### src/rtl/fb_arbiter_if.sv
// Frame-buffer arbiter bus: display scan-out port, posted writer, random reader
// and the single-port block RAM, bundled for the arbiter and its environment.
interface fb_arbiter_if #(
    parameter int AW = 19,
    parameter int DW = 16
);
    logic          disp_en;
    logic [AW-1:0] disp_addr;
    logic [DW-1:0] disp_data;
    logic          disp_valid;

    logic          wr_valid;
    logic          wr_ready;
    logic [AW-1:0] wr_addr;
    logic [DW-1:0] wr_data;

    logic          rd_valid;
    logic          rd_ready;
    logic [AW-1:0] rd_addr;
    logic          rd_rvalid;
    logic [DW-1:0] rd_rdata;

    logic          ram_en;
    logic          ram_we;
    logic [AW-1:0] ram_addr;
    logic [DW-1:0] ram_wdata;
    logic [DW-1:0] ram_rdata;

    modport slave (
        input  disp_en, disp_addr, wr_valid, wr_addr, wr_data, rd_valid, rd_addr, ram_rdata,
        output disp_data, disp_valid, wr_ready, rd_ready, rd_rvalid, rd_rdata,
               ram_en, ram_we, ram_addr, ram_wdata
    );

    modport master (
        output disp_en, disp_addr, wr_valid, wr_addr, wr_data, rd_valid, rd_addr, ram_rdata,
        input  disp_data, disp_valid, wr_ready, rd_ready, rd_rvalid, rd_rdata,
               ram_en, ram_we, ram_addr, ram_wdata
    );
endinterface

### src/rtl/fb_arbiter.sv
// Single-port frame-buffer arbiter: display reads always win, posted writes and
// random reads share leftover cycles round-robin with read-after-write protection.
module fb_arbiter #(
    parameter int AW     = 19,
    parameter int DW     = 16,
    parameter int WDEPTH = 4
) (
    input  logic                      clk,
    input  logic                      rst,
    fb_arbiter_if.slave               bus,
    output logic [$clog2(WDEPTH):0]   wfifo_count
);
    localparam int PW = $clog2(WDEPTH);
    localparam int CW = PW + 1;

    typedef enum logic [1:0] {GNT_NONE, GNT_DISP, GNT_WR, GNT_RD} gnt_e;
    typedef enum logic {LAST_WR, LAST_RD} last_e;
    typedef enum logic [1:0] {TAG_NONE, TAG_DISP, TAG_RD} tag_e;

    logic [AW-1:0] fifo_addr [WDEPTH];
    logic [DW-1:0] fifo_data [WDEPTH];
    logic [PW-1:0] head;
    logic [PW-1:0] tail;
    logic [CW-1:0] count;
    logic [PW-1:0] offs;
    last_e         last_gnt;
    tag_e          rtag;
    gnt_e          gnt;
    logic          push;
    logic          pop;
    logic          hazard;
    logic          w_cand;
    logic          r_cand;

    assign bus.wr_ready = (count != CW'(WDEPTH)) && !rst;
    assign push         = bus.wr_valid && bus.wr_ready;
    assign pop          = (gnt == GNT_WR);
    assign wfifo_count  = count;

    // An entry is occupied when its distance from head is below the count.
    always_comb begin
        hazard = 1'b0;
        offs   = '0;
        for (int i = 0; i < WDEPTH; i++) begin
            offs = PW'(i) - head;
            if (({1'b0, offs} < count) && (fifo_addr[i] == bus.rd_addr)) begin
                hazard = 1'b1;
            end
        end
    end

    always_comb begin
        w_cand = (count != '0);
        r_cand = bus.rd_valid && !hazard;
        gnt    = GNT_NONE;
        if (rst) begin
            gnt = GNT_NONE;
        end else if (bus.disp_en) begin
            gnt = GNT_DISP;
        end else if (w_cand && r_cand) begin
            gnt = (last_gnt == LAST_RD) ? GNT_WR : GNT_RD;
        end else if (w_cand) begin
            gnt = GNT_WR;
        end else if (r_cand) begin
            gnt = GNT_RD;
        end
    end

    always_comb begin
        bus.ram_en   = 1'b0;
        bus.ram_we   = 1'b0;
        bus.ram_addr = bus.disp_addr;
        bus.rd_ready = 1'b0;
        case (gnt)
            GNT_DISP: bus.ram_en = 1'b1;
            GNT_WR: begin
                bus.ram_en   = 1'b1;
                bus.ram_we   = 1'b1;
                bus.ram_addr = fifo_addr[head];
            end
            GNT_RD: begin
                bus.ram_en   = 1'b1;
                bus.ram_addr = bus.rd_addr;
                bus.rd_ready = 1'b1;
            end
            default: ;
        endcase
    end

    assign bus.ram_wdata  = fifo_data[head];
    assign bus.disp_valid = (rtag == TAG_DISP) && !rst;
    assign bus.rd_rvalid  = (rtag == TAG_RD) && !rst;
    assign bus.disp_data  = bus.ram_rdata;
    assign bus.rd_rdata   = bus.ram_rdata;

    always_ff @(posedge clk) begin
        if (push) begin
            fifo_addr[tail] <= bus.wr_addr;
            fifo_data[tail] <= bus.wr_data;
        end
    end

    always_ff @(posedge clk) begin
        if (rst) begin
            head     <= '0;
            tail     <= '0;
            count    <= '0;
            last_gnt <= LAST_RD;
            rtag     <= TAG_NONE;
        end else begin
            if (push) tail <= tail + 1'b1;
            if (pop)  head <= head + 1'b1;
            count <= count + CW'(push) - CW'(pop);
            if (gnt == GNT_WR) begin
                last_gnt <= LAST_WR;
            end else if (gnt == GNT_RD) begin
                last_gnt <= LAST_RD;
            end
            case (gnt)
                GNT_DISP: rtag <= TAG_DISP;
                GNT_RD:   rtag <= TAG_RD;
                default:  rtag <= TAG_NONE;
            endcase
        end
    end
endmodule

### src/flat_wrapper.sv
// flat-port wrapper written by rule: the top's interface ports become plain ports
module fb_arbiter_flat 
#(
    parameter int AW     = 19,
    parameter int DW     = 16,
    parameter int WDEPTH = 4
)
  (clk, rst, wfifo_count, bus_disp_en, bus_disp_addr, bus_wr_valid, bus_wr_addr, bus_wr_data, bus_rd_valid, bus_rd_addr, bus_ram_rdata, bus_disp_data, bus_disp_valid, bus_wr_ready, bus_rd_ready, bus_rd_rvalid, bus_rd_rdata, bus_ram_en, bus_ram_we, bus_ram_addr, bus_ram_wdata);
  fb_arbiter_if #(.AW(AW), .DW(DW)) bus_i ();
  input  logic clk;
  input  logic rst;
  output logic [$clog2(WDEPTH):0] wfifo_count;
  input wire logic [$bits(bus_i.disp_en)-1:0] bus_disp_en;
  input wire logic [$bits(bus_i.disp_addr)-1:0] bus_disp_addr;
  input wire logic [$bits(bus_i.wr_valid)-1:0] bus_wr_valid;
  input wire logic [$bits(bus_i.wr_addr)-1:0] bus_wr_addr;
  input wire logic [$bits(bus_i.wr_data)-1:0] bus_wr_data;
  input wire logic [$bits(bus_i.rd_valid)-1:0] bus_rd_valid;
  input wire logic [$bits(bus_i.rd_addr)-1:0] bus_rd_addr;
  input wire logic [$bits(bus_i.ram_rdata)-1:0] bus_ram_rdata;
  output wire logic [$bits(bus_i.disp_data)-1:0] bus_disp_data;
  output wire logic [$bits(bus_i.disp_valid)-1:0] bus_disp_valid;
  output wire logic [$bits(bus_i.wr_ready)-1:0] bus_wr_ready;
  output wire logic [$bits(bus_i.rd_ready)-1:0] bus_rd_ready;
  output wire logic [$bits(bus_i.rd_rvalid)-1:0] bus_rd_rvalid;
  output wire logic [$bits(bus_i.rd_rdata)-1:0] bus_rd_rdata;
  output wire logic [$bits(bus_i.ram_en)-1:0] bus_ram_en;
  output wire logic [$bits(bus_i.ram_we)-1:0] bus_ram_we;
  output wire logic [$bits(bus_i.ram_addr)-1:0] bus_ram_addr;
  output wire logic [$bits(bus_i.ram_wdata)-1:0] bus_ram_wdata;
  assign bus_i.disp_en = bus_disp_en;
  assign bus_i.disp_addr = bus_disp_addr;
  assign bus_i.wr_valid = bus_wr_valid;
  assign bus_i.wr_addr = bus_wr_addr;
  assign bus_i.wr_data = bus_wr_data;
  assign bus_i.rd_valid = bus_rd_valid;
  assign bus_i.rd_addr = bus_rd_addr;
  assign bus_i.ram_rdata = bus_ram_rdata;
  assign bus_disp_data = bus_i.disp_data;
  assign bus_disp_valid = bus_i.disp_valid;
  assign bus_wr_ready = bus_i.wr_ready;
  assign bus_rd_ready = bus_i.rd_ready;
  assign bus_rd_rvalid = bus_i.rd_rvalid;
  assign bus_rd_rdata = bus_i.rd_rdata;
  assign bus_ram_en = bus_i.ram_en;
  assign bus_ram_we = bus_i.ram_we;
  assign bus_ram_addr = bus_i.ram_addr;
  assign bus_ram_wdata = bus_i.ram_wdata;
  fb_arbiter #(.AW(AW), .DW(DW), .WDEPTH(WDEPTH)) u_core (.clk(clk), .rst(rst), .bus(bus_i), .wfifo_count(wfifo_count));
endmodule
### config.mk
export PLATFORM = sky130hd
export DESIGN_NAME = fb_arbiter_flat
export DESIGN_NICKNAME = d
export VERILOG_FILES = /design/src/rtl/fb_arbiter_if.sv /design/src/rtl/fb_arbiter.sv /design/src/flat_wrapper.sv
export SDC_FILE = /design/constraint.sdc
export NUM_CORES = 1
export LEC_CHECK = 0
export ABC_AREA = 1
export BUFFER_PORTS_ARGS = -buffer_cell sky130_fd_sc_hd__buf_2
export CAP_MARGIN = 20
export CORE_MARGIN = 2
export CORE_UTILIZATION = 25
export DETAILED_ROUTE_END_ITERATION = 7
export MAX_ROUTING_LAYER = met4
export PLACE_DENSITY = 0.49
export SYNTH_ARGS = -nofsm -noshare
export SYNTH_HDL_FRONTEND = slang
export SYNTH_SLANG_ARGS = --single-unit
### constraint.sdc
create_clock -name clk -period 4.37 [get_ports clk]
set_clock_uncertainty 0.2 [all_clocks]
set_input_delay 0.2185 -clock clk [delete_from_list [all_inputs] [get_ports clk]]
set_output_delay 0.2185 -clock clk [all_outputs]
set_load 0.01 [all_outputs]
==> run_results.csv, run 1 <==
group,metric,value,unit
cts,cts-root-buf,"clkbuf_16",
synthesis,yosys.cell_count.top_type,"nand2_1",
final_layout,area.growth.synth_to_final,23.3,%
synthesis,most_common_flop_cell_mapped_by_yosys,"edfxtp_1",
cts,post-cts-setup-buffers,0,
cts,tritoncts,"built",
worst_setup_path,reg2regPathDepth,19,
cts,cts.sinks,152,
sta,slew_violations,0,
global_routing,wire_length_of_the_first_global_routing_pass,33900,µm
floorplan,std_cell_rows,64,
power_and_ir_drop,switching_share,0.317,
cts,worst_skew_pair.late_latency,0.43,ns
hold_path,worstHoldStart,"bus_disp_en",
power_and_ir_drop,power.share.combinational,0.219,
synthesis,synth_top_area_cell,"edfxtp_1",
synthesis,async_reset_ff_frac,0,
synthesis,synth_seq_cells,152,
cts,worst_setup_hold_path_clk_slew,0.07,ns
sta,post-route-period-util,0.792,
global_routing,grtUsageTotal,0.143,
sta,final_hold_viol_count,0,
power_and_ir_drop,cellPowerDensity,426,nW/µm²
power_and_ir_drop,totalPowerFinal,4.12,mW
synthesis,post_synth_instance_area,7850,µm²
sta,final.setup.tns,0,ns
power_and_ir_drop,total_switching_power,1.31,mW
sta,layout_min_cycle_time,3.46,ns
synthesis,yosys.area_share.simple,0.187,
worst_setup_path,arrival,3.04,ns
hold_path,whs_path_depth,5,
sta,setup_viol_count_final,0,
global_routing,initial_antenna_violation_count,5,
worst_setup_path,cp_max_fo,20,
worst_setup_path,crit_path_required_time,3.95,ns
sta,slew_of_the_pin_with_the_lowest_slew_margin,0.835,ns
power_and_ir_drop,power_frac_seq,0.417,
global_routing,largest_net_degree_at_the_start_of_global_routing,59,
job,drv.max_cap_violation_count,0,
synthesis,yosysTopAreaCellShare,0.535,
floorplan,initial_core_utilization,0.255,
worst_setup_path,critical_path.cell_chain,"xor2_1 -> inv_1 -> ha_1 -> nand3_1 -> nand2_1 -> nor2_1 -> nand3_1 -> nor2_2 -> nor2_4 -> nand2_2 -> nand2_2 -> nand3_2 -> a21oi_1 -> nand2_1 -> buf_2",
drt,violation_count_after_the_first_detailed_routing_iteration,340,
worst_setup_path,worstSetupEndpointType,"primary output",
final_layout,layout_fillers,3267,
status,outcome,"finished clean",
synthesis,post_synth_most_frequent_cells,"189 x nand2_1, 140 x edfxtp_1, 122 x nor2_1",
synthesis,synth.lib_cells_used.distinct,31,
synthesis,number_of_enable_type_register_cells_in_the_synthesized_netlist,140,
worst_setup_path,critical-path-slowest-cell,"nand3_2",
power_and_ir_drop,fraction_of_power_consumed_by_the_clock_network,0.364,
hold_path,min_to,"u_core.head[0]",
floorplan,floorplan.die.height,181,µm
place,detailed_place_hpwl,15200,µm
sta,timing.final.ws_setup,0.908,ns
global_routing,number_of_global_route_vias_before_repair,6000,
worst_setup_path,critical_path.reg2reg.endpoint,"u_core.wfifo_count[2]",
floorplan,floorplan.die_area,32800,µm²
power_and_ir_drop,worst_ir_drop_vdd,0.227,mV
worst_setup_path,critical_path.startpoint_type,"register",
synthesis,synth_compound_area_frac,0.0983,
place,globalplace.congestion,0.761,
hold_path,holdCritPathClass,"in -> reg",
worst_setup_path,reg2reg_setup_slack,1.05,ns
synthesis,yosys_warnings,0,
synthesis,synth_area_per_cell,9.20,µm²
sta,max_freq,0.289,GHz
drt,wl_per_cell,16.1,µm
global_routing,globalRouteOverflowTotal,0,
sta,slew_headroom,0.444,
sta,grt_setup_unrepaired,"false",
final_layout,final_util,0.315,
drt,viasPerCell,4.29,
synthesis,synth-adder-area-share,0.0185,
power_and_ir_drop,p_int,2.82,mW
drt,first_pass_iters,4,
final_layout,drive_above_1_share,0.221,
drt,totalWireLength,22400,µm
floorplan,placeableCoreArea,30700,µm²
synthesis,synth_sequential_area_ratio,0.566,
worst_setup_path,timing.critical_path.slowest_cell_delay,0.48,ns
synthesis,xor_xnor_cell_area_share_of_the_yosys_netlist,0.0357,
cts,tritoncts.num_buffers,17,
synthesis,synth.top_cells.by_area,"edfxtp_1 54%, nand2_1 9.0%, nor2_1 5.8%",
worst_setup_path,rr_startpoint,"u_core.head[1]",
synthesis,synthesis.nets,958,
synthesis,main_combinational_cell_family_by_area_after_synthesis,"simple AND/OR/NAND/NOR gates",
synthesis,number_of_standard_cells_after_synthesis,853,
drt,route.antenna.remaining_nets,0,
floorplan,die_w,181,µm
power_and_ir_drop,leakage,4.05,nW
drt,route.vias.total,5976,
synthesis,post_synth_mux_area_share,0,
sta,finalHoldWorstSlack,0.131,ns
cts,cts-htree-levels,4,
place,place_ws,1.05,ns
final_layout,number_of_nets_in_the_finished_design,1084,
place,port_buffers,121,
floorplan,design.portCount,170,
drt,drc_errors,0,
worst_setup_path,crit_type,"reg -> out",
cts,clk_path_buf_depth,2,
## through the flow
step                instance area [µm²]  cells
floorplan                          7850    853
global placement                   8670   1318
detailed placement                 8700   1319
CTS                                9670   1388
global route                       9680   1393
finish                             9680   1393
## cells in the final DEF (no fill, tap or decap), types with 2 or more instances in the layout
cell	netlist	layout
a21oi_1	61	61
a31oi_1	2	2
buf_2	4	121
buf_4	33	10
clkbuf_16	0	17
clkinvlp_4	0	2
dfxtp_1	12	11
diode_2	0	5
dlygate4sd3_1	0	37
edfxtp_1	140	140
ha_1	10	10
inv_1	68	68
inv_2	20	20
inv_6	0	4
inv_8	0	8
nand2_1	189	189
nand2_2	23	23
nand3_1	12	12
nand4_1	2	2
nor2_1	122	118
nor2_4	1	5
nor3_1	2	2
o21ai_0	60	60
o21ai_1	2	2
o22ai_1	23	23
or2_0	3	3
xnor2_1	20	20
xor2_1	12	12
## worst max-delay path by stage
stage,startpoint,endpoint,slack [ns],cells after the start
detailed placement,u_core.head[0],u_core.wfifo_count[2],1.05,19
finish,u_core.head[1],bus_ram_addr[4],0.91,15
floorplan,u_core.wfifo_count[1],u_core.wfifo_count[2],1.09,19
global route,u_core.head[0],bus_ram_addr[4],0.60,15
CTS,u_core.head[0],bus_ram_addr[4],0.81,15
global placement,u_core.head[1],u_core.wfifo_count[2],1.10,19
## cells by family after synthesis
logic type,after synthesis
AND/OR/NAND/NOR,358
flip-flops,152
AO/OA/AOI/OAI,148
buffers and inverters,152
XOR/XNOR,32
adder cells (fa/ha/maj),11
## critical path, delay by kind of cell, from the launching register on
| kind | cells | cell delay [ns] |
|---|---|---|
| xor gates and xnor gates | 1 | 0.25 |
| buffers and inverters | 2 | 0.23 |
| DFF | 1 | 0.37 |
| AOI/OAI and AO/OA | 1 | 0.31 |
| and+or+nand+nor | 10 | 1.20 |
| adders and majority gates | 1 | 0.28 |
## flip-flops by register name, summed over array words and instances (netlist names), named ones only
| register | count |
|---|---|
| u_core.head | 2 |
| u_core.last_gnt | 1 |
| u_core.tail | 2 |
| u_core.wfifo_count | 3 |
| u_core.fifo_addr | 76 |
| u_core.rtag | 2 |
| u_core.fifo_data | 64 |
## per-layer routing
| metal | GRT usage | share of wire | wire length, µm |
|---|---|---|---|
| met1 | 0.166 | 0.44 | 9820 |
| met2 | 0.240 | 0.48 | 10800 |
| met3 | 0.0383 | 0.058 | 1290 |
| met4 | 0.0481 | 0.021 | 477 |
| met5 | - | 0 | 0 |
## power groups by stage
stage               combinational (mW)  sequential [mW]  clock (mW)
global placement                 0.882             1.75           0
finish                           0.902             1.72        1.50
detailed placement               0.890             1.75           0
floorplan                        0.586             1.74           0
CTS                              0.921             1.72        1.54
global route                      1.02             1.73        1.60
## cell type report
class | count | area [µm²] | share of cell area
inverters | 89 | 337 | 0.0348
clock buffers | 17 | 425 | 0.0440
flip-flops and latches | 152 | 4450 | 0.459
clock inverters | 15 | 170 | 0.0176
multi-input cells | 549 | 2700 | 0.278
repair buffers | 170 | 1100 | 0.113
well taps | 396 | 495 | 0.0512
diodes | 5 | 12.5 | 0.00129
## what timing repair did
action                                 CTS  global route
gates resized for setup                  0             0
setup endpoints to repair                0             0
hold buffers                            37             0
endpoints found under the hold margin  145             0
(Power assumes the default switching activity.)
==> inputs of run 2 (changes only) <==
PLACE_DENSITY = 0.5   (was 0.49)
clock period = 3 ns   (was 4.37 ns; I/O delays follow)
==> run_results.csv, run 2 (synthesized netlist as in run 1, its figures left out) <==
group,metric,value,unit
worst_setup_path,crit_path_required_time,3.16,ns
sta,grt_setup_unrepaired,"true",
worst_setup_path,cpMostUsedCell,"ha_4",
worst_setup_path,reg2reg_setup_slack,-0.09,ns
drt,violation_count_after_the_first_detailed_routing_iteration,312,
hold_path,holdCritPathClass,"in -> reg",
floorplan,die_w,181,µm
drt,route.antenna.remaining_nets,0,
worst_setup_path,timing.critical_path.slowest_cell_delay,0.35,ns
hold_path,whs_path_depth,4,
worst_setup_path,crit_type,"reg -> reg",
place,port_buffers,121,
global_routing,grtUsageTotal,0.145,
hold_path,worstHoldStart,"rst",
sta,slew_violations,0,
global_routing,initial_antenna_violation_count,5,
final_layout,drive_above_1_share,0.263,
hold_path,min_to,"u_core.head[0]",
cts,cts-htree-levels,4,
power_and_ir_drop,power.share.combinational,0.241,
floorplan,floorplan.die.height,181,µm
status,violations_in_the_final_reports,"negative setup slack",
cts,clk_path_buf_depth,2,
place,placed_area,8810,µm²
final_layout,largest-register,"u_core.fifo_addr",
final_layout,number_of_nets_in_the_finished_design,1101,
worst_setup_path,critical_path.startpoint_type,"register",
worst_setup_path,cp_max_fo,3,
sta,timing.final.ws_setup,-0.0865,ns
floorplan,design.portCount,170,
final_layout,final_cell_mix,"189 x nand2_1, 140 x edfxtp_1, 121 x buf_2",
cts,worst_skew_pair.late_latency,0.43,ns
cts,cts.sinks,152,
drt,route.vias.total,6053,
floorplan,std_cell_rows,64,
final_layout,layout_fillers,3229,
status,outcome,"complete, but fails checks",
place,detailed_place_hpwl,15600,µm
worst_setup_path,critical_path.cell_chain,"xor2_2 -> buf_4 -> ha_4 -> a21oi_2 -> nor2_1 -> nor2_1 -> nand3_1 -> nand2_1 -> inv_2 -> nand2_4 -> nand2_4 -> nand4_4 -> inv_4 -> ha_4 -> inv_2 -> ha_4 -> fa_2 -> or2_4 -> a21oi_2",
power_and_ir_drop,power_frac_seq,0.395,
sta,slew_headroom,0.531,
cts,worst_setup_hold_path_clk_slew,0.06,ns
sta,layout_min_cycle_time,3.09,ns
worst_setup_path,critical_path.reg2reg.endpoint,"u_core.wfifo_count[2]",
worst_setup_path,worstSetupEndpointType,"register",
final_layout,final_area,10100,µm²
sta,post-route-period-util,1.03,
power_and_ir_drop,worst_ir_drop_vdd,0.311,mV
sta,max_freq,0.324,GHz
drt,first_pass_iters,4,
worst_setup_path,reg2regPathDepth,19,
power_and_ir_drop,p_int,4.40,mW
floorplan,initial_core_utilization,0.255,
drt,drc_errors,0,
worst_setup_path,startpoint,"u_core.head[1]",
sta,setup_viol_count_final,5,
worst_setup_path,rr_startpoint,"u_core.head[1]",
worst_setup_path,cp_num_buf_inv,4,
floorplan,floorplan.die_area,32800,µm²
global_routing,number_of_global_route_vias_before_repair,5986,
cts,cts-root-buf,"clkbuf_16",
final_layout,area.growth.synth_to_final,28.1,%
power_and_ir_drop,total_switching_power,1.94,mW
global_routing,largest_net_degree_at_the_start_of_global_routing,59,
final_layout,area.sequential,4450,µm²
cts,tritoncts,"built",
job,drv.max_cap_violation_count,0,
global_routing,wire_length_of_the_first_global_routing_pass,34300,µm
final_layout,largest_register_ff_count,76,
floorplan,placeableCoreArea,30700,µm²
worst_setup_path,timing.critical_path.max_delay_family,"adder cells",
sta,slew_of_the_pin_with_the_lowest_slew_margin,0.703,ns
place,globalplace.congestion,0.819,
worst_setup_path,critical-path-slowest-cell,"fa_2",
drt,wl_per_cell,16.3,µm
final_layout,final_util,0.327,
global_routing,globalRouteOverflowTotal,0,
drt,totalWireLength,23000,µm
power_and_ir_drop,leakage,4.18,nW
cts,tritoncts.num_buffers,17,
drt,viasPerCell,4.29,
final_layout,mostFrequentLayoutCell,"nand2_1",
power_and_ir_drop,fraction_of_power_consumed_by_the_clock_network,0.364,
power_and_ir_drop,switching_share,0.307,
worst_setup_path,arrival,3.25,ns
power_and_ir_drop,cellPowerDensity,630,nW/µm²
final_layout,multi_input_area,2850,µm²
sta,final_hold_viol_count,0,
==> run 2: cell count changes in the layout (fill, tap and decap cells not counted), moves of 4 or more <==
cell | previous run | this run
a21oi_1 | 61 | 42
a21oi_2 | 0 | 19
buf_4 | 10 | 20
ha_1 | 10 | 6
ha_4 | 0 | 4
==> run 2: metal layers <==
| layer | routed length [µm] | GRT usage |
|---|---|---|
| met5 | 0 | - |
| met3 | 1260 | 0.0353 |
| met4 | 442 | 0.0507 |
| met1 | 10100 | 0.168 |
| met2 | 11200 | 0.244 |
==> run 2: worst max-delay path by stage <==
stage,cells past startpoint,to
floorplan,4,u_core.fifo_addr[0][0]
global placement,19,u_core.wfifo_count[2]
detailed placement,19,u_core.wfifo_count[2]
global route,19,u_core.wfifo_count[2]
CTS,19,u_core.wfifo_count[2]
finish,19,u_core.wfifo_count[2]
==> run 2: worst reg2reg max path, cell delays in order, from the launching register on <==
cell     delay [ns]
dfxtp_2        0.34
xor2_2         0.17
buf_4          0.15
ha_4           0.21
a21oi_2        0.11
nor2_1         0.04
nor2_1         0.13
nand3_1        0.09
nand2_1        0.09
inv_2          0.06
nand2_4        0.07
nand2_4        0.06
nand4_4        0.08
inv_4          0.07
ha_4           0.27
inv_2          0.04
ha_4           0.15
fa_2           0.35
or2_4          0.23
a21oi_2        0.12
==> run 2: layout make-up <==
class / count / share of cell area
clock inverter: 14 / 0.0204
inverter: 89 / 0.0335
tap: 396 / 0.0492
timing repair buffer: 187 / 0.128
clock buffer: 18 / 0.0427
antenna: 5 / 0.00124
multi-input combinational: 549 / 0.283
sequential: 152 / 0.442
==> run 2: timing repair <==
action                     4_1_cts  5_1_grt
hold endpoints to repair       145        0
cloned                           1        0
pin swaps                       12        2
resized for setup               12       26
buffers inserted                 3        1
setup endpoints to repair       22       22
hold buffers                    37        0
==> run 2: metrics by stage <==
stage,hold WS (ns),instances,power (mW),TNS [ns],setup slack [ns]
detailed placement,0.100,1331,3.91,-0.210,-0.171
CTS,0.0853,1404,6.35,-0.182,-0.0400
finish,0.0981,1410,6.34,-0.149,-0.0865
floorplan,0.0489,853,3.40,-22.41,-0.159
global placement,0.100,1331,3.91,-0.0907,-0.0907
global route,0.100,1410,6.64,-2.34,-0.214
==> run 2: power by group through the flow <==
stage | sequential [mW] | clock (mW) | combinational, mW
floorplan | 2.54 | 0 | 0.857
global placement | 2.55 | 0 | 1.36
detailed placement | 2.55 | 0 | 1.36
CTS | 2.50 | 2.35 | 1.49
global route | 2.52 | 2.43 | 1.69
finish | 2.50 | 2.31 | 1.53
==> inputs of run 3 (changes only) <==
SKIP_LAST_GASP = 1   (was unset)
==> run_results.csv, run 3 (synthesized netlist as in run 1, its figures left out) <==
group,metric,value,unit
status,outcome,"complete, but fails checks",
status,violations_in_the_final_reports,"negative setup slack",
sta,final.setup.tns,-0.146,ns
sta,slew_headroom,0.532,
global_routing,number_of_global_route_vias_before_repair,5986,
sta,max_freq,0.324,GHz
final_layout,area.growth.synth_to_final,28.1,%
sta,grt_setup_unrepaired,"true",
final_layout,final_cell_mix,"189 x nand2_1, 140 x edfxtp_1, 121 x buf_2",
sta,post-route-period-util,1.03,
floorplan,placeableCoreArea,30700,µm²
drt,route.vias.total,6069,
power_and_ir_drop,totalPowerFinal,6.34,mW
global_routing,grtUsageTotal,0.145,
final_layout,drive_above_1_share,0.262,
global_routing,wire_length_of_the_first_global_routing_pass,34300,µm
drt,first_pass_iters,4,
final_layout,largest_register_ff_count,76,
floorplan,die_w,181,µm
drt,wl_per_cell,16.3,µm
final_layout,mostFrequentLayoutCell,"nand2_1",
sta,slew_of_the_pin_with_the_lowest_slew_margin,0.703,ns
power_and_ir_drop,worst_ir_drop_vdd,0.310,mV
sta,timing.final.ws_setup,-0.0859,ns
place,detailed_place_hpwl,15600,µm
place,port_buffers,121,
sta,setup_viol_count_final,5,
final_layout,final_util,0.327,
worst_setup_path,cp_max_fo,3,
place,place_ws,-0.171,ns
cts,tritoncts.num_buffers,17,
drt,drc_errors,0,
final_layout,layout_fillers,3231,
floorplan,floorplan.die_area,32800,µm²
global_routing,initial_antenna_violation_count,5,
cts,cts-htree-levels,4,
drt,totalWireLength,22900,µm
power_and_ir_drop,leakage,4.18,nW
cts,cts-root-buf,"clkbuf_16",
global_routing,largest_net_degree_at_the_start_of_global_routing,59,
global_routing,globalRouteOverflowTotal,0,
sta,final_hold_viol_count,0,
drt,viasPerCell,4.30,
cts,clk_path_buf_depth,2,
drt,violation_count_after_the_first_detailed_routing_iteration,311,
final_layout,largest-register,"u_core.fifo_addr",
job,drv.max_cap_violation_count,0,
floorplan,std_cell_rows,64,
worst_setup_path,crit_path_required_time,3.16,ns
worst_setup_path,arrival,3.25,ns
floorplan,design.portCount,170,
hold_path,holdCritPathClass,"in -> reg",
floorplan,initial_core_utilization,0.255,
worst_setup_path,crit_type,"reg -> reg",
worst_setup_path,worstSetupEndpointType,"register",
cts,tritoncts,"built",
sta,finalHoldWorstSlack,0.0983,ns
cts,cts.sinks,152,
place,globalplace.congestion,0.819,
power_and_ir_drop,cellPowerDensity,630,nW/µm²
sta,slew_violations,0,
cts,worst_setup_hold_path_clk_slew,0.06,ns
sta,layout_min_cycle_time,3.09,ns
floorplan,floorplan.die.height,181,µm
cts,worst_skew_pair.late_latency,0.43,ns
drt,route.antenna.remaining_nets,0,
final_layout,number_of_nets_in_the_finished_design,1101,
worst_setup_path,critical_path.startpoint_type,"register",
==> run 3: layout make-up <==
cell class              count  area, µm²  share of cell area
diodes                      5       12.5             0.00124
clock buffers              18        429              0.0427
clock inverters            14        205              0.0204
inverters                  89        337              0.0335
multi-input cells         549       2840               0.283
flip-flops and latches    152       4450               0.442
well taps                 396        495              0.0493
repair buffers            187       1290               0.128
==> run 3: what timing repair did <==
action / CTS / global route
endpoints found under the setup margin: 22 / 22
endpoints found under the hold margin: 145 / 0
gates resized for setup: 12 / 25
hold buffers: 37 / 0
pin swaps: 12 / 2
buffers inserted: 3 / 1
gates cloned: 1 / 0
==> run 3: stage by stage <==
stage / std cells / area (µm²)
after floorplan: 853 / 7870
after global placement: 1331 / 8810
after detailed placement: 1331 / 8810
after CTS: 1404 / 9940
after global routing: 1410 / 10100
final: 1410 / 10100
==> run 3: critical path, cell delays in order, from the launching register on <==
cell and delay, ns:
dfxtp_2 0.34, xor2_2 0.17, buf_4 0.15, ha_4 0.21, a21oi_2 0.11, nor2_1 0.04
nor2_1 0.13, nand3_1 0.09, nand2_1 0.09, inv_2 0.06, nand2_4 0.07, nand2_4 0.06
nand4_4 0.08, inv_4 0.07, ha_4 0.27, inv_2 0.04, ha_4 0.15, fa_2 0.35
or2_4 0.23, a21oi_2 0.12
==> run 3: final timing paths <==
check | start | endpoint | slack [ns] | cells after the start
worst max-delay path | u_core.head[1] | u_core.wfifo_count[2] | -0.09 | 19
worst max register to register | u_core.head[1] | u_core.wfifo_count[2] | -0.09 | 19
worst min register to register | u_core.last_gnt | u_core.last_gnt | 0.32 | 4
worst min-delay path | rst | u_core.head[0] | 0.1 | 4
==> run 3: layer usage <==
metal  global-route usage  wire (µm)
met5                    -          0
met4               0.0507        442
met3               0.0353       1300
met2                0.244      11200
met1                0.168       9990
==> run 3: where the power goes <==
part           switching, mW  total, mW  internal (mW)
Sequential            0.0652       2.50           2.44
Combinational          0.924       1.53          0.604
Clock                  0.952       2.31           1.35
